===== config.mk =====
export PLATFORM = sky130hd
export DESIGN_NAME = ftdi_send_arbiter_flat
export DESIGN_NICKNAME = d
export VERILOG_FILES = /design/src/rtl/ftdi_send_arbiter_pkg.sv /design/src/rtl/ftdi_send_arbiter_if.sv /design/src/rtl/ftdi_send_arbiter_rr_pick.sv /design/src/rtl/ftdi_send_arbiter.sv /design/src/flat_wrapper.sv
export SDC_FILE = /design/constraint.sdc
export NUM_CORES = 1
export LEC_CHECK = 0
export CORE_ASPECT_RATIO = 1.2
export CORE_MARGIN = 5
export CORE_UTILIZATION = 45
export CTS_CLUSTER_SIZE = 14
export DETAILED_ROUTE_END_ITERATION = 6
export PLACE_DENSITY = 0.89
export SLEW_MARGIN = 20
export SYNTH_ARGS = -nofsm -noshare
export SYNTH_HDL_FRONTEND = slang
export SYNTH_HIERARCHICAL = 1
export SYNTH_SLANG_ARGS = --single-unit

===== constraint.sdc =====
create_clock -name AClkH -period 4.1 [get_ports AClkH]
set_clock_uncertainty 0.1 [all_clocks]
set_input_delay 0.41 -clock AClkH [delete_from_list [all_inputs] [get_ports AClkH]]
set_output_delay 0.41 -clock AClkH [all_outputs]
set_load 0.005 [all_outputs]

===== src/rtl/ftdi_send_arbiter_pkg.sv =====
// rtl/ftdi_send_arbiter_pkg.sv - shared types and constants for the FTDI send arbiter
package ftdi_send_arb_pkg;

    typedef enum logic {
        StIdle = 1'b0,
        StLock = 1'b1
    } ArbState;

    localparam logic [9:0] CTimeOutDef = 10'd1000;

    // Smallest index width able to address n requesters.
    function automatic int idxLen(input int n);
        return (n <= 2) ? 1 : $clog2(n);
    endfunction

endpackage


===== src/rtl/ftdi_send_arbiter_if.sv =====
// rtl/ftdi_send_arbiter_if.sv - requester lanes and send FIFO write port bundle
interface ftdi_send_arbiter_if #(
    parameter int CReqCnt = 4
);
    logic [CReqCnt-1:0]   AReqValid;
    logic [CReqCnt*8-1:0] AReqData;
    logic [CReqCnt-1:0]   AReqLast;
    logic [CReqCnt-1:0]   AReqReady;
    logic                 ASendHasSpace;
    logic [7:0]           ASendData;
    logic                 ASendNow;

    modport master (
        output AReqValid, AReqData, AReqLast, ASendHasSpace,
        input  AReqReady, ASendData, ASendNow
    );

    modport slave (
        input  AReqValid, AReqData, AReqLast, ASendHasSpace,
        output AReqReady, ASendData, ASendNow
    );
endinterface


===== src/rtl/ftdi_send_arbiter_rr_pick.sv =====
// rtl/ftdi_send_arbiter_rr_pick.sv - combinational round-robin picker, first request after ALastIdx
module MsRrPick
    import ftdi_send_arb_pkg::*;
#(
    parameter int CReqCnt = 4,
    parameter int CIdxLen = 3
) (
    input  logic [CReqCnt-1:0] AReq,
    input  logic [CIdxLen-1:0] ALastIdx,
    output logic [CIdxLen-1:0] AIdx,
    output logic               AFound
);

    int cand;

    // Scan from the farthest offset down so the nearest valid index overwrites last.
    always_comb begin
        AIdx   = '0;
        AFound = 1'b0;
        cand   = 0;
        for (int k = CReqCnt; k >= 1; k--) begin
            cand = int'(ALastIdx) + k;
            if (cand >= CReqCnt) cand = cand - CReqCnt;
            if (AReq[cand]) begin
                AIdx   = CIdxLen'(cand);
                AFound = 1'b1;
            end
        end
    end

endmodule


===== src/rtl/ftdi_send_arbiter.sv =====
// rtl/ftdi_send_arbiter.sv - packet-locked round-robin arbiter for the FTDI send FIFO
// Optional lock-idle timeout: FTDI_SEND_ARB_TIMEOUT_EN.
module ftdi_send_arbiter
    import ftdi_send_arb_pkg::*;
#(
    parameter int         CReqCnt  = 4,
    parameter int         CIdxLen  = 3,
    parameter logic [9:0] CTimeOut = CTimeOutDef
) (
    input  logic               AClkH,
    input  logic               AResetHN,
    input  logic               AClkHEn,
    input  logic               ASync1K,
    ftdi_send_arbiter_if.slave AIf,
    output logic               ABusy,
    output logic [CIdxLen-1:0] AGrantIdx,
    output logic               AAbort,
    output logic [CIdxLen-1:0] AAbortIdx
);

    ArbState             FState, wNextState;
    logic [CIdxLen-1:0]  FGrant, FLastIdx, wPickIdx;
    logic [7:0]          FSendData;
    logic                FSendNow, FBusy;
    logic                wFound, wAccept, wTimeout, wLockEntry;
    logic [CReqCnt-1:0]  wReady;

    MsRrPick #(.CReqCnt(CReqCnt), .CIdxLen(CIdxLen)) uPick (
        .AReq     (AIf.AReqValid),
        .ALastIdx (FLastIdx),
        .AIdx     (wPickIdx),
        .AFound   (wFound)
    );

    assign wLockEntry = (FState == StIdle) && wFound;

    // Holding off while a write is in flight keeps ASendHasSpace current.
    always_comb begin
        wReady  = '0;
        wAccept = 1'b0;
        if (AClkHEn && FState == StLock && AIf.AReqValid[FGrant] &&
            AIf.ASendHasSpace && !FSendNow) begin
            wReady[FGrant] = 1'b1;
            wAccept        = 1'b1;
        end
    end

    always_comb begin
        wNextState = FState;
        case (FState)
            StIdle:  if (wFound) wNextState = StLock;
            StLock:  if ((wAccept && AIf.AReqLast[FGrant]) || wTimeout) wNextState = StIdle;
            default: wNextState = StIdle;
        endcase
    end

    always_ff @(posedge AClkH or negedge AResetHN) begin
        if (!AResetHN) begin
            FState    <= StIdle;
            FGrant    <= '0;
            FLastIdx  <= CIdxLen'(CReqCnt - 1);
            FSendData <= '0;
            FSendNow  <= 1'b0;
            FBusy     <= 1'b0;
        end else if (AClkHEn) begin
            FState   <= wNextState;
            FSendNow <= wAccept;
            FBusy    <= (wNextState == StLock) || wAccept;
            if (wLockEntry) FGrant <= wPickIdx;
            if (wAccept) FSendData <= AIf.AReqData[int'(FGrant)*8 +: 8];
            if ((wAccept && AIf.AReqLast[FGrant]) || wTimeout) FLastIdx <= FGrant;
        end
    end

`ifdef FTDI_SEND_ARB_TIMEOUT_EN
    logic [9:0]         FTimer;
    logic               FAbort;
    logic [CIdxLen-1:0] FAbortIdx;

    assign wTimeout = (FState == StLock) && (FTimer == '0) && !AIf.AReqValid[FGrant];

    always_ff @(posedge AClkH or negedge AResetHN) begin
        if (!AResetHN) begin
            FTimer    <= '0;
            FAbort    <= 1'b0;
            FAbortIdx <= '0;
        end else if (AClkHEn) begin
            FAbort <= wTimeout;
            if (wTimeout) FAbortIdx <= FGrant;
            if (wLockEntry || wAccept) FTimer <= CTimeOut;
            else if (ASync1K && FTimer != '0) FTimer <= FTimer - 10'd1;
        end
    end

    assign AAbort    = FAbort;
    assign AAbortIdx = FAbortIdx;
`else
    logic unusedSync;
    assign unusedSync = ASync1K ^ (|CTimeOut);
    assign wTimeout   = 1'b0;
    assign AAbort     = 1'b0;
    assign AAbortIdx  = '0;
`endif

    assign AIf.AReqReady = wReady;
    assign AIf.ASendData = FSendData;
    assign AIf.ASendNow  = FSendNow;
    assign ABusy         = FBusy;
    assign AGrantIdx     = FGrant;

endmodule


===== src/flat_wrapper.sv =====
// flat-port wrapper written by rule: the top's interface ports become plain ports
module ftdi_send_arbiter_flat import ftdi_send_arb_pkg::*;
#(
    parameter int         CReqCnt  = 4,
    parameter int         CIdxLen  = 3,
    parameter logic [9:0] CTimeOut = CTimeOutDef
)
  (AClkH, AResetHN, AClkHEn, ASync1K, ABusy, AGrantIdx, AAbort, AAbortIdx, AIf_AReqValid, AIf_AReqData, AIf_AReqLast, AIf_ASendHasSpace, AIf_AReqReady, AIf_ASendData, AIf_ASendNow);
  ftdi_send_arbiter_if #(.CReqCnt(CReqCnt)) AIf_i ();
  input  logic AClkH;
  input  logic AResetHN;
  input  logic AClkHEn;
  input  logic ASync1K;
  output logic ABusy;
  output logic [CIdxLen-1:0] AGrantIdx;
  output logic AAbort;
  output logic [CIdxLen-1:0] AAbortIdx;
  input wire logic [$bits(AIf_i.AReqValid)-1:0] AIf_AReqValid;
  input wire logic [$bits(AIf_i.AReqData)-1:0] AIf_AReqData;
  input wire logic [$bits(AIf_i.AReqLast)-1:0] AIf_AReqLast;
  input wire logic [$bits(AIf_i.ASendHasSpace)-1:0] AIf_ASendHasSpace;
  output wire logic [$bits(AIf_i.AReqReady)-1:0] AIf_AReqReady;
  output wire logic [$bits(AIf_i.ASendData)-1:0] AIf_ASendData;
  output wire logic [$bits(AIf_i.ASendNow)-1:0] AIf_ASendNow;
  assign AIf_i.AReqValid = AIf_AReqValid;
  assign AIf_i.AReqData = AIf_AReqData;
  assign AIf_i.AReqLast = AIf_AReqLast;
  assign AIf_i.ASendHasSpace = AIf_ASendHasSpace;
  assign AIf_AReqReady = AIf_i.AReqReady;
  assign AIf_ASendData = AIf_i.ASendData;
  assign AIf_ASendNow = AIf_i.ASendNow;
  ftdi_send_arbiter #(.CReqCnt(CReqCnt), .CIdxLen(CIdxLen), .CTimeOut(CTimeOut)) u_core (.AClkH(AClkH), .AResetHN(AResetHN), .AClkHEn(AClkHEn), .ASync1K(ASync1K), .AIf(AIf_i), .ABusy(ABusy), .AGrantIdx(AGrantIdx), .AAbort(AAbort), .AAbortIdx(AAbortIdx));
endmodule

==> flow_results.xml <==
<?xml version="1.0" encoding="UTF-8"?>
<metrics>
  <group name="timing">
    <metric name="final_min_period_over_clock_period" unit="%">78.1</metric>
    <metric name="relSlewSlack" unit="%">49.9</metric>
    <metric name="upper_clock_frequency_limit" unit="MHz">312</metric>
    <metric name="max_slew.worst_pin.slew" unit="ns">0.749</metric>
    <metric name="hold_violations" unit="">0</metric>
    <metric name="final-setup-viol-count" unit="">0</metric>
    <metric name="drv_slew" unit="">0</metric>
    <metric name="rsz_0062_raised_after_global_routing" unit="">false</metric>
    <metric name="setup_slack" unit="ns">0.898</metric>
    <metric name="post-route-min-period" unit="ns">3.20</metric>
    <metric name="fin_setup_tns" unit="ns">0</metric>
  </group>
  <group name="global_routing">
    <metric name="grt_pass1_wl" unit="um">6380</metric>
    <metric name="grt_max_degree" unit="">22</metric>
    <metric name="antenna_found_initial" unit="">0</metric>
    <metric name="grt_overflow_total" unit="">0</metric>
    <metric name="first_global_vias" unit="">1337</metric>
    <metric name="grt.total_usage" unit="%">16.8</metric>
  </group>
  <group name="power_and_ir_drop">
    <metric name="netSwitchingPower" unit="mW">0.392</metric>
    <metric name="pwr_density_cell" unit="nW/um2">485</metric>
    <metric name="power.ir.vdd_worst" unit="uV">334</metric>
    <metric name="power_switching_share" unit="%">37.6</metric>
    <metric name="seqPwrFrac" unit="%">27.8</metric>
    <metric name="combinationalPowerShare" unit="%">60.5</metric>
    <metric name="total_leakage_power" unit="nW">0.872</metric>
    <metric name="pwr-share-clk" unit="%">11.7</metric>
    <metric name="internal_power" unit="mW">0.650</metric>
  </group>
  <group name="clock_tree">
    <metric name="resized_cells_post_cts" unit="">0</metric>
    <metric name="htree_levels" unit="">1</metric>
    <metric name="post-cts-setup-buffer-count" unit="">0</metric>
    <metric name="cts_buffers" unit="">3</metric>
    <metric name="tritoncts" unit="">yes</metric>
    <metric name="cts.clk_slew.worst_paths" unit="ns">0.06</metric>
    <metric name="cts-root-buf" unit="">clkbuf_8</metric>
    <metric name="worst_skew_pair.late_latency" unit="ns">0.25</metric>
    <metric name="cts-hold-fix-buffers" unit="">0</metric>
    <metric name="cts_max_path_buffers" unit="">2</metric>
    <metric name="clk_sinks" unit="">17</metric>
  </group>
  <group name="worst_setup_path">
    <metric name="setup.worst_path.start" unit="">AIf_AReqValid[3]</metric>
    <metric name="timing.setup.critical_path_class" unit="">in -&gt; out</metric>
    <metric name="cpMostUsedCell" unit="">clkdlybuf4s50_1</metric>
    <metric name="timing.critical_path.fanout_max" unit="">21</metric>
    <metric name="r2r_start" unit="">u_core/FLastIdx[0]</metric>
    <metric name="crit_path_max_incr_delay" unit="ns">0.75</metric>
    <metric name="critical_path.startpoint_type" unit="">primary input</metric>
    <metric name="cp_cell_sequence" unit="">clkdlybuf4s50_1 &gt; mux4_2 &gt; nand2_2 &gt; nor4b_1 &gt; clkdlybuf4s50_1</metric>
    <metric name="required" unit="ns">3.59</metric>
    <metric name="cp_data_arrival_time" unit="ns">2.69</metric>
    <metric name="worst_path_max_delay_cell" unit="">clkdlybuf4s50_1</metric>
    <metric name="worst_path_dominant_cell_family" unit="">buffers and inverters</metric>
    <metric name="crit_buf_inv" unit="">2</metric>
    <metric name="critPathCaptureType" unit="">primary output</metric>
  </group>
  <group name="drt">
    <metric name="met2RoutedLength" unit="um">1800</metric>
    <metric name="met3_length" unit="um">428</metric>
    <metric name="detailroute.via_count" unit="">1455</metric>
    <metric name="dr.first_iter.drc_count" unit="">49</metric>
    <metric name="first_pass_iters" unit="">4</metric>
    <metric name="drt.antenna.violating_nets" unit="">0</metric>
    <metric name="totalWireLength" unit="um">3960</metric>
    <metric name="wire_per_inst" unit="um">16.0</metric>
    <metric name="top_signal_layer_used" unit="">met4</metric>
    <metric name="routedLengthMet1" unit="um">1650</metric>
    <metric name="drc_errors" unit="">0</metric>
    <metric name="viasPerCell" unit="">5.89</metric>
  </group>
  <group name="yosys">
    <metric name="average_cell_area_after_synthesis" unit="um2">9.88</metric>
    <metric name="synth_async_sr_flop_share" unit="%">100</metric>
    <metric name="part_of_the_yosys_area_used_for_sequential_elements" unit="%">27.1</metric>
    <metric name="dominantRegCellSynth" unit="">dfrtp_1</metric>
    <metric name="synth-edff-count" unit="">0</metric>
    <metric name="syn_area" unit="um2">1580</metric>
    <metric name="syn_inst" unit="">160</metric>
    <metric name="synth_seq_cells" unit="">17</metric>
    <metric name="syn_warnings" unit="">6</metric>
    <metric name="post_synth_num_cell_types" unit="">53</metric>
  </group>
  <group name="die">
    <metric name="num_io_pins" unit="">66</metric>
    <metric name="core_region_area" unit="um2">3370</metric>
    <metric name="die_y" unit="um">74.9</metric>
    <metric name="initial_core_util" unit="%">46.9</metric>
    <metric name="floorplan.die.width" unit="um">64.1</metric>
    <metric name="row_count" unit="">23</metric>
    <metric name="floorplan.die_area" unit="um2">4800</metric>
  </group>
  <group name="cells_and_area">
    <metric name="final_cell_area" unit="um2">2150</metric>
    <metric name="postLayoutCoreUtil" unit="%">63.8</metric>
    <metric name="synthesis_to_finish_area_growth" unit="%">35.9</metric>
    <metric name="final_layout_size_suffix_gt1_share" unit="%">18.1</metric>
    <metric name="antenna-diode-count" unit="">0</metric>
    <metric name="nNetsFinal" unit="">258</metric>
    <metric name="fillCellCount" unit="">282</metric>
  </group>
  <group name="place">
    <metric name="placement.setup.worst_slack" unit="ns">0.884</metric>
    <metric name="postPlaceCellArea" unit="um2">2100</metric>
    <metric name="place_hpwl" unit="um">2970</metric>
    <metric name="place_congestion" unit="">0.897</metric>
    <metric name="buffer_ports.inserted" unit="">60</metric>
  </group>
  <group name="min_path">
    <metric name="worst_hold_startpoint" unit="">u_core/AIf.ASendData[2]</metric>
    <metric name="worstHoldPathType" unit="">reg -&gt; reg</metric>
  </group>
  <group name="run">
    <metric name="maxCapViolCount" unit="">0</metric>
  </group>
  <group name="outcome">
    <metric name="run_status" unit="">complete, no violations</metric>
  </group>
</metrics>
[state kept, by name, indices dropped and copies added (netlist names)]
signal	count
u_core/AIf.ASendNow	1
u_core/AIf.ASendData	8
u_core/ABusy	1
u_core/AGrantIdx	3
u_core/FLastIdx	3
u_core/FState	1
[worst min-delay path: cells and delay by family, from the launching register on]
family             cells  cell delay, ns
AOI/OAI and AO/OA      1            0.05
and+or+nand+nor        1            0.06
DFF                    1            0.34
[cells in the mapped netlist (all sizes together), types with 2 or more instances]
master   n  share of area, %
a211oi   2               1.3
a21o     3               1.4
a21oi    2              0.63
buf     17               9.0
clkbuf   2              0.48
dfrtp   15                24
dfstp    2               3.3
ha       2               1.6
inv      7               1.7
mux2     8               5.7
mux4     9                13
nand2   17               4.2
nand2b   9               3.6
nand3    7               2.2
nor2     4              0.95
nor3     5               1.6
nor4     2               1.2
nor4b    3               2.6
o21ai   18               7.6
o22ai    2              0.79
o41ai    2               1.1
[per-layer routing]
metal  GRT usage, %  vias to the layer above
met1           20.3                      674
met4           6.79                        0
li1               -                      692
met5              0                        -
met2           27.9                       81
met3           5.37                        8
[layout by cell type (no fill, tap or decap), drive strengths merged, types with 2 or more instances in the layout]
cell,count
a211oi,2
a21o,3
a21oi,2
buf,2
clkbuf,4
clkdlybuf4s50,60
conb,4
dfrtp,15
dfstp,2
ha,2
inv,7
mux2,8
mux4,9
nand2,17
nand2b,9
nand3,7
nor2,4
nor3,5
nor4,2
nor4b,3
o21ai,18
o22ai,2
o41ai,2
[area by class of cell]
type | instances | area, um2 | share of cell area, %
multi-input cells | 120 | 987 | 46.0
inverters | 7 | 26.3 | 1.22
clock buffers | 4 | 45.0 | 2.10
flip-flops and latches | 17 | 428 | 19.9
repair buffers | 62 | 616 | 28.7
well taps | 37 | 46.3 | 2.15
[power groups by stage]
| stage | registers, mW | clock network [mW] | logic, mW |
|---|---|---|---|
| after global placement | 0.289 | 0 | 0.619 |
| after detailed placement | 0.292 | 0 | 0.634 |
| after CTS | 0.290 | 0.126 | 0.635 |
| final | 0.290 | 0.122 | 0.631 |
| after floorplan | 0.275 | 0 | 0.472 |
| after global routing | 0.300 | 0.132 | 0.692 |
[per-stage QoR]
step / power (mW) / hold slack (ns) / std cells
final: 1.04 / 0.375 / 247
after floorplan: 0.747 / 0.0144 / 163
after global placement: 0.909 / 0.358 / 243
after CTS: 1.05 / 0.379 / 247
after detailed placement: 0.926 / 0.365 / 243
after global routing: 1.12 / 0.408 / 247
[cells by family (layout without fill, tap and decap cells)]
group | Yosys count | after routing | share of synthesized area (%)
fa+ha+maj | 2 | 2 | 1.58
compound gates | 40 | 40 | 19.5
other cells | 1 | 4 | 0.237
flops | 17 | 17 | 27.1
buf+inv | 26 | 73 | 11.2
mux | 18 | 18 | 19.4
simple gates | 56 | 56 | 21.1
[path summary, 6_finish.rpt]
| path | endpoint | slack (ns) | cells after the start |
|---|---|---|---|
| max | AIf_AReqReady[1] | 0.90 | 5 |
| min | u_core/AIf.ASendData[2] | 0.38 | 2 |
| max reg2reg | u_core/AGrantIdx[2] | 1.11 | 7 |
| min reg2reg | u_core/AIf.ASendData[2] | 0.38 | 2 |
| max in group asynchronous | u_core/AIf.ASendData[2] | 2.93 | 1 |
| min in group asynchronous | u_core/AIf.ASendData[0] | 0.51 | 1 |
Note: power is estimated with default switching activity, not from simulation.
